File: src/rtl/wb_pkg.sv
// wb_pkg: shared constants and types for the write-back stage and its neighbours.
//   Holds the data/address/PC widths, the source-select encodings, the
//   write-back bus field positions (also used by decode) and the RET FSM state type.
package wb_pkg;
    localparam int DATA_W     = 16;
    localparam int RADDR_W    = 3;
    localparam int PC_W       = 2 * DATA_W;
    localparam int WB_W       = 1 + DATA_W + RADDR_W;
    localparam int WB_EN      = 19;
    localparam int WB_DATA_HI = 18;
    localparam int WB_DATA_LO = 3;
    localparam int WB_ADDR_HI = 2;
    localparam int WB_ADDR_LO = 0;
    localparam logic [1:0] SEL_ALU = 2'd0;
    localparam logic [1:0] SEL_MEM = 2'd1;
    localparam logic [1:0] SEL_IN  = 2'd2;
    typedef enum logic {IDLE = 1'b0, HIGH = 1'b1} ret_state_t;
endpackage

File: src/rtl/writeback_stage_if.sv
// writeback_stage_if: memory-stage inputs and write-back/redirect outputs of the write-back stage.
//   master: memory-stage side, drives mem_* and observes results.
//   slave : write-back stage, consumes mem_* and drives writeback, out_port,
//           pc_load, pc_value, flags_restore, ret_busy, ret_err, retired.
interface writeback_stage_if;
    import wb_pkg::*;
    logic               mem_valid;
    logic               mem_wb;
    logic [RADDR_W-1:0] mem_rdst;
    logic [DATA_W-1:0]  mem_alu;
    logic [DATA_W-1:0]  mem_rdata;
    logic [DATA_W-1:0]  mem_inport;
    logic [1:0]         mem_sel;
    logic               mem_out;
    logic               mem_ret;
    logic               mem_rti;
    logic [WB_W-1:0]    writeback;
    logic [DATA_W-1:0]  out_port;
    logic               pc_load;
    logic [PC_W-1:0]    pc_value;
    logic               flags_restore;
    logic               ret_busy;
    logic               ret_err;
    logic [DATA_W-1:0]  retired;
    modport master (
        output mem_valid, mem_wb, mem_rdst, mem_alu, mem_rdata, mem_inport,
               mem_sel, mem_out, mem_ret, mem_rti,
        input  writeback, out_port, pc_load, pc_value, flags_restore,
               ret_busy, ret_err, retired
    );
    modport slave (
        input  mem_valid, mem_wb, mem_rdst, mem_alu, mem_rdata, mem_inport,
               mem_sel, mem_out, mem_ret, mem_rti,
        output writeback, out_port, pc_load, pc_value, flags_restore,
               ret_busy, ret_err, retired
    );
endinterface

File: src/rtl/writeback_stage_ret_assembler.sv
// ret_assembler: joins the two 16-bit RET/RTI stack pops (high word first) into a 32-bit PC redirect.
//   i_clk, i_rst_n : clock, async active-low reset
//   i_valid, i_ret, i_rti, i_rdata : memory-stage slot qualifiers and popped word
//   o_pc_load, o_pc_value, o_flags_restore : redirect strobe, target, RTI flag restore
//   o_ret_busy : first beat held, waiting for second; o_ret_err : aborted sequence pulse
module ret_assembler
    import wb_pkg::*;
(
    input  logic              i_clk,
    input  logic              i_rst_n,
    input  logic              i_valid,
    input  logic              i_ret,
    input  logic              i_rti,
    input  logic [DATA_W-1:0] i_rdata,
    output logic              o_pc_load,
    output logic [PC_W-1:0]   o_pc_value,
    output logic              o_flags_restore,
    output logic              o_ret_busy,
    output logic              o_ret_err
);
    ret_state_t        r_state, w_next;
    logic [DATA_W-1:0] r_hi, w_hi;
    logic [PC_W-1:0]   r_pc, w_pc;
    logic              r_load, r_flags, r_err;
    logic              w_load, w_flags, w_err;

    always_ff @(posedge i_clk or negedge i_rst_n) begin
        if (!i_rst_n) begin
            r_state <= IDLE;
            r_hi    <= '0;
            r_pc    <= '0;
            r_load  <= 1'b0;
            r_flags <= 1'b0;
            r_err   <= 1'b0;
        end else begin
            r_state <= w_next;
            r_hi    <= w_hi;
            r_pc    <= w_pc;
            r_load  <= w_load;
            r_flags <= w_flags;
            r_err   <= w_err;
        end
    end

    // Bubbles (i_valid=0) leave everything as is, so HIGH waits across them.
    always_comb begin
        w_next  = r_state;
        w_hi    = r_hi;
        w_pc    = r_pc;
        w_load  = 1'b0;
        w_flags = 1'b0;
        w_err   = 1'b0;
        if (i_valid) begin
            if (r_state == IDLE) begin
                if (i_ret) begin
                    w_hi   = i_rdata;
                    w_next = HIGH;
                end
            end else if (i_ret) begin
                w_pc    = {r_hi, i_rdata};
                w_load  = 1'b1;
                w_flags = i_rti;
                w_next  = IDLE;
            end else begin
                w_err  = 1'b1;
                w_next = IDLE;
            end
        end
    end

    assign o_pc_load       = r_load;
    assign o_pc_value      = r_pc;
    assign o_flags_restore = r_flags;
    assign o_ret_busy      = (r_state == HIGH);
    assign o_ret_err       = r_err;
endmodule

File: src/rtl/writeback_stage.sv
// writeback_stage: final pipeline stage; registers the write-back bus, OUT port, retire count and RET redirect.
//   Clk : clock, rising edge
//   Rst : async active-low reset
//   bus : writeback_stage_if slave (mem_* in; writeback, out_port, redirect, retired out)
module writeback_stage
    import wb_pkg::*;
(
    input  logic Clk,
    input  logic Rst,
    writeback_stage_if.slave bus
);
    logic [WB_W-1:0]   r_wb;
    logic [DATA_W-1:0] r_out;
    logic [DATA_W-1:0] r_retired;
    logic [DATA_W-1:0] w_data;
    logic              w_pc_load, w_flags, w_busy, w_err;
    logic [PC_W-1:0]   w_pc;

    // Reserved select 3 falls through to the ALU result.
    assign w_data = (bus.mem_sel == SEL_MEM) ? bus.mem_rdata :
                    (bus.mem_sel == SEL_IN)  ? bus.mem_inport : bus.mem_alu;

    always_ff @(posedge Clk or negedge Rst) begin
        if (!Rst) begin
            r_wb      <= '0;
            r_out     <= '0;
            r_retired <= '0;
        end else begin
            r_wb[WB_EN] <= bus.mem_valid & bus.mem_wb & ~bus.mem_ret;
            if (bus.mem_valid) begin
                r_wb[WB_DATA_HI:WB_DATA_LO] <= w_data;
                r_wb[WB_ADDR_HI:WB_ADDR_LO] <= bus.mem_rdst;
            end
            if (bus.mem_valid & bus.mem_out)
                r_out <= bus.mem_alu;
            // A RET pop counts only on its second beat, i.e. while the assembler is busy.
            if (bus.mem_valid & (~bus.mem_ret | w_busy))
                r_retired <= r_retired + 1'b1;
        end
    end

    ret_assembler u_ret (
        .i_clk           (Clk),
        .i_rst_n         (Rst),
        .i_valid         (bus.mem_valid),
        .i_ret           (bus.mem_ret),
        .i_rti           (bus.mem_rti),
        .i_rdata         (bus.mem_rdata),
        .o_pc_load       (w_pc_load),
        .o_pc_value      (w_pc),
        .o_flags_restore (w_flags),
        .o_ret_busy      (w_busy),
        .o_ret_err       (w_err)
    );

    assign bus.writeback     = r_wb;
    assign bus.out_port      = r_out;
    assign bus.retired       = r_retired;
    assign bus.pc_load       = w_pc_load;
    assign bus.pc_value      = w_pc;
    assign bus.flags_restore = w_flags;
    assign bus.ret_busy      = w_busy;
    assign bus.ret_err       = w_err;
endmodule
File: src/flat_wrapper.sv
// flat-port wrapper written by rule: the top's interface ports become plain ports
module writeback_stage_flat import wb_pkg::*;
  (Clk, Rst, bus_mem_valid, bus_mem_wb, bus_mem_rdst, bus_mem_alu, bus_mem_rdata, bus_mem_inport, bus_mem_sel, bus_mem_out, bus_mem_ret, bus_mem_rti, bus_writeback, bus_out_port, bus_pc_load, bus_pc_value, bus_flags_restore, bus_ret_busy, bus_ret_err, bus_retired);
  writeback_stage_if bus_i ();
  input  logic Clk;
  input  logic Rst;
  input wire logic [$bits(bus_i.mem_valid)-1:0] bus_mem_valid;
  input wire logic [$bits(bus_i.mem_wb)-1:0] bus_mem_wb;
  input wire logic [$bits(bus_i.mem_rdst)-1:0] bus_mem_rdst;
  input wire logic [$bits(bus_i.mem_alu)-1:0] bus_mem_alu;
  input wire logic [$bits(bus_i.mem_rdata)-1:0] bus_mem_rdata;
  input wire logic [$bits(bus_i.mem_inport)-1:0] bus_mem_inport;
  input wire logic [$bits(bus_i.mem_sel)-1:0] bus_mem_sel;
  input wire logic [$bits(bus_i.mem_out)-1:0] bus_mem_out;
  input wire logic [$bits(bus_i.mem_ret)-1:0] bus_mem_ret;
  input wire logic [$bits(bus_i.mem_rti)-1:0] bus_mem_rti;
  output wire logic [$bits(bus_i.writeback)-1:0] bus_writeback;
  output wire logic [$bits(bus_i.out_port)-1:0] bus_out_port;
  output wire logic [$bits(bus_i.pc_load)-1:0] bus_pc_load;
  output wire logic [$bits(bus_i.pc_value)-1:0] bus_pc_value;
  output wire logic [$bits(bus_i.flags_restore)-1:0] bus_flags_restore;
  output wire logic [$bits(bus_i.ret_busy)-1:0] bus_ret_busy;
  output wire logic [$bits(bus_i.ret_err)-1:0] bus_ret_err;
  output wire logic [$bits(bus_i.retired)-1:0] bus_retired;
  assign bus_i.mem_valid = bus_mem_valid;
  assign bus_i.mem_wb = bus_mem_wb;
  assign bus_i.mem_rdst = bus_mem_rdst;
  assign bus_i.mem_alu = bus_mem_alu;
  assign bus_i.mem_rdata = bus_mem_rdata;
  assign bus_i.mem_inport = bus_mem_inport;
  assign bus_i.mem_sel = bus_mem_sel;
  assign bus_i.mem_out = bus_mem_out;
  assign bus_i.mem_ret = bus_mem_ret;
  assign bus_i.mem_rti = bus_mem_rti;
  assign bus_writeback = bus_i.writeback;
  assign bus_out_port = bus_i.out_port;
  assign bus_pc_load = bus_i.pc_load;
  assign bus_pc_value = bus_i.pc_value;
  assign bus_flags_restore = bus_i.flags_restore;
  assign bus_ret_busy = bus_i.ret_busy;
  assign bus_ret_err = bus_i.ret_err;
  assign bus_retired = bus_i.retired;
  writeback_stage u_core (.Clk(Clk), .Rst(Rst), .bus(bus_i));
endmodule
File: config.mk
export PLATFORM = sky130hd
export DESIGN_NAME = writeback_stage_flat
export DESIGN_NICKNAME = d
export VERILOG_FILES = /design/src/rtl/wb_pkg.sv /design/src/rtl/writeback_stage_if.sv /design/src/rtl/writeback_stage_ret_assembler.sv /design/src/rtl/writeback_stage.sv /design/src/flat_wrapper.sv
export SDC_FILE = /design/constraint.sdc
export NUM_CORES = 1
export LEC_CHECK = 0
export ABC_AREA = 1
export CAP_MARGIN = 20
export CORE_ASPECT_RATIO = 0.8
export CORE_MARGIN = 2
export CORE_UTILIZATION = 51
export CTS_BUF_LIST = sky130_fd_sc_hd__clkbuf_4 sky130_fd_sc_hd__clkbuf_8
export CTS_CLUSTER_SIZE = 10
export DETAILED_ROUTE_END_ITERATION = 8
export PLACE_DENSITY = 0.88
export SYNTH_ARGS = -nofsm -noshare
export SYNTH_HDL_FRONTEND = slang
export SYNTH_SLANG_ARGS = --single-unit
File: constraint.sdc
create_clock -name Clk -period 2.8 [get_ports Clk]
set_input_delay 0.56 -clock Clk [delete_from_list [all_inputs] [get_ports Clk]]
set_output_delay 0.56 -clock Clk [all_outputs]
set_load 0.05 [all_outputs]
==> results.ini <==
[detailed_routing]
post_drt_wl_per_cell_microns=14.5
ant_nets=0
viasPerCell=5.01
drt_iter0_markers=252
firstDrtPassIters=4
remaining_drc_errors=0
drt-total-wl_microns=11100
num_vias=3836

[critical_path]
path_buf_inv=1
crit_family=buffers and inverters
start_kind=flop
critPathMaxStageDelay_ns=0.84
path_max_fanout=6
cp.arrival_ns=1.67
cp_slowest_cell=clkdlybuf4s50_1
cp.required_ns=2.24
crit_type=flop to output port
crit_cells=1
cp_cell_sequence=clkdlybuf4s50_1
rr_worst_depth=8
cp-end-kind=output port

[synthesis]
async_flop_share_pct=100
synth_edf_count=0
ys_ff_latch=104
synth_top_cell_by_area=dfrtp_1
synth_most_common_cell=nand2_1
yosys_warnings=0
synth_nets=565
synth_cell_type_count=29
yosysTopAreaCellShare_pct=58.6
ys_seq_area_share_pct=58.6
synth_area_per_cell_sq_um=8.81
synthesis.area_sq_um=4440
yosys-top-cells-area=dfrtp_1, nand2_1, o21ai_0
ys.flop_type=dfrtp_1
syn_inst=504
yosys-top-cells-count=nand2_1, dfrtp_1, inv_1, o21ai_0, nor2_1

[floorplanning]
io_pins=148
dieArea_sq_um=9480
die_x_microns=108
initial_core_util_pct=52.4
coreArea_sq_um=8480
rows=30
fp.dieH_microns=87.5

[pwr]
p_switching_uw=1990
power_frac_comb_pct=38.8
p_clk_share_pct=20.3
power_leakage_uw=0.00297
power.density_nw_per_um2=775
intPower_uw=2840
seqPwrFrac_pct=40.9
total_power_uw=4830
ir_drop_v=0.000543
swShare_pct=41.2

[cts]
cts_sinks=104
cts_setup_buffers=0
hold_buffers=0
cts-root-buf=clkbuf_8
htree_num_levels=3
cts_buffers=9
tritoncts=yes
clkTransAtPathRegs_ns=0.10
clk_latency_ns=0.37
max-clock-path-buffers=2
cts_resized=0

[placed_design]
gp_congestion=0.819
dp_hpwl_microns=8240
port_buffers=147

[run]
drv_cap=0

[cells_and_area]
layout-drive-gt1-share_pct=5.97
fin_nets=709
fill_cells=644
synthToLayoutAreaGrowth_pct=40.5
n_antenna_cell=0

[timing]
worst_slew_pin_slew_ns=0.555
setup-violations-final=0
min_period_ns=2.23
timing.fmax_ghz=0.449
rsz0062_at_grt=no
skew_ns=0.00683
drv_slew=0
hold_violations=0
slew_headroom_pct=62.9
setup_tns_ns=0
post-route-period-util_pct=79.6

[min_path]
hold_class=input port to asynchronous set/reset pin

[global_route]
first_global_vias=3672
grt_max_degree=50
grtUsageTotal_pct=24.3
antenna_found_initial=0
grt_pass1_wl_microns=17700
grt_overflow_total=0

[outcome]
status=finished, final reports clean

[through the flow]
step           setup slack, ns  std cells  area, sq um  hold WS, ns  utilization [%]
6_report                 0.572        765         6240        0.101             73.5
5_1_grt                  0.501        765         6240        0.111             73.5
4_1_cts                  0.558        764         6220       0.0960             73.4
3_5_place_dp             0.424        748         6010        0.453             70.9
3_3_place_gp             0.534        748         6010        0.452             70.9
2_1_floorplan             1.16        504         4440        0.264                -
[layer usage]
| metal | GRT usage (%) | share of wire, % | vias up |
|---|---|---|---|
| li1 | - | - | 1861 |
| met1 | 31.0 | 41 | 1827 |
| met2 | 39.6 | 50 | 138 |
| met3 | 7.40 | 7.8 | 10 |
| met4 | 8.39 | 1.3 | 0 |
| met5 | 0 | 0 | - |
[logic make-up after synthesis]
group           share of synthesized area [%]
flops                                    58.6
buf+inv                                  8.06
simple gates                             18.2
fa+ha+maj                               0.282
xor+xnor                                 1.77
mux                                     0.761
compound gates                           12.3
[power by group through the flow]
stage,Clock [uW],Sequential (uW),Combinational [uW]
2_1_floorplan,0,2810,341
3_3_place_gp,0,1990,1840
3_5_place_dp,0,2000,1880
4_1_cts,1000,1980,1890
5_1_grt,1060,2010,1980
6_report,984,1980,1870
[path summary, 6_finish.rpt]
| path | from | end | slack, ns |
|---|---|---|---|
| min in group Clk | u_core.u_ret.r_hi[0]$_DFFE_PN0P_ | u_core.u_ret.o_pc_value[16]$_DFFE_PN0P_ | 0.48 |
| min reg2reg | u_core.u_ret.r_hi[0]$_DFFE_PN0P_ | u_core.u_ret.o_pc_value[16]$_DFFE_PN0P_ | 0.48 |
| max in group asynchronous | Rst | u_core.bus.writeback[18]$_DFFE_PN0P_ | 1.91 |
| max | u_core.bus.retired[11]$_DFFE_PN0P_ | bus_retired[11] | 0.57 |
| min | Rst | u_core.u_ret.o_flags_restore$_DFF_PN0_ | 0.10 |
| max reg2reg | u_core.bus.retired[0]$_DFFE_PN0P_ | u_core.bus.retired[14]$_DFFE_PN0P_ | 1.39 |
[state kept, by name (all words and copies together), names as in the netlist, 16 cells and up]
signal	count
u_core.bus.out_port	16
u_core.bus.retired	16
u_core.u_ret.r_hi	16
u_core.bus.writeback	20
u_core.u_ret.o_pc_value	32
[area by class of cell]
cell class | instances | area [sq um] | share of cell area (%)
Clock inverter | 7 | 85.1 | 1.36
Clock buffer | 9 | 124 | 1.99
Tap cell | 112 | 140 | 2.25
Sequential cell | 104 | 2600 | 41.7
Multi-Input combinational cell | 312 | 1490 | 23.8
Timing Repair Buffer | 156 | 1560 | 24.9
Inverter | 65 | 244 | 3.91
[cell usage in the layout, fill, tap and decap left out, drive strengths merged]
master,instances
nand2,154
clkdlybuf4s50,146
dfrtp,104
inv,68
o21ai,67
nor2,33
o211ai,16
a21oi,16
buf,10
clkbuf,9
nand3,8
xnor2,5
xor2,4
mux2,3
nand4,2
clkinvlp,2
clkinv,1
or2,1
nor2b,1
nand3b,1
ha,1
bufinv,1
(Power assumes the default switching activity.)
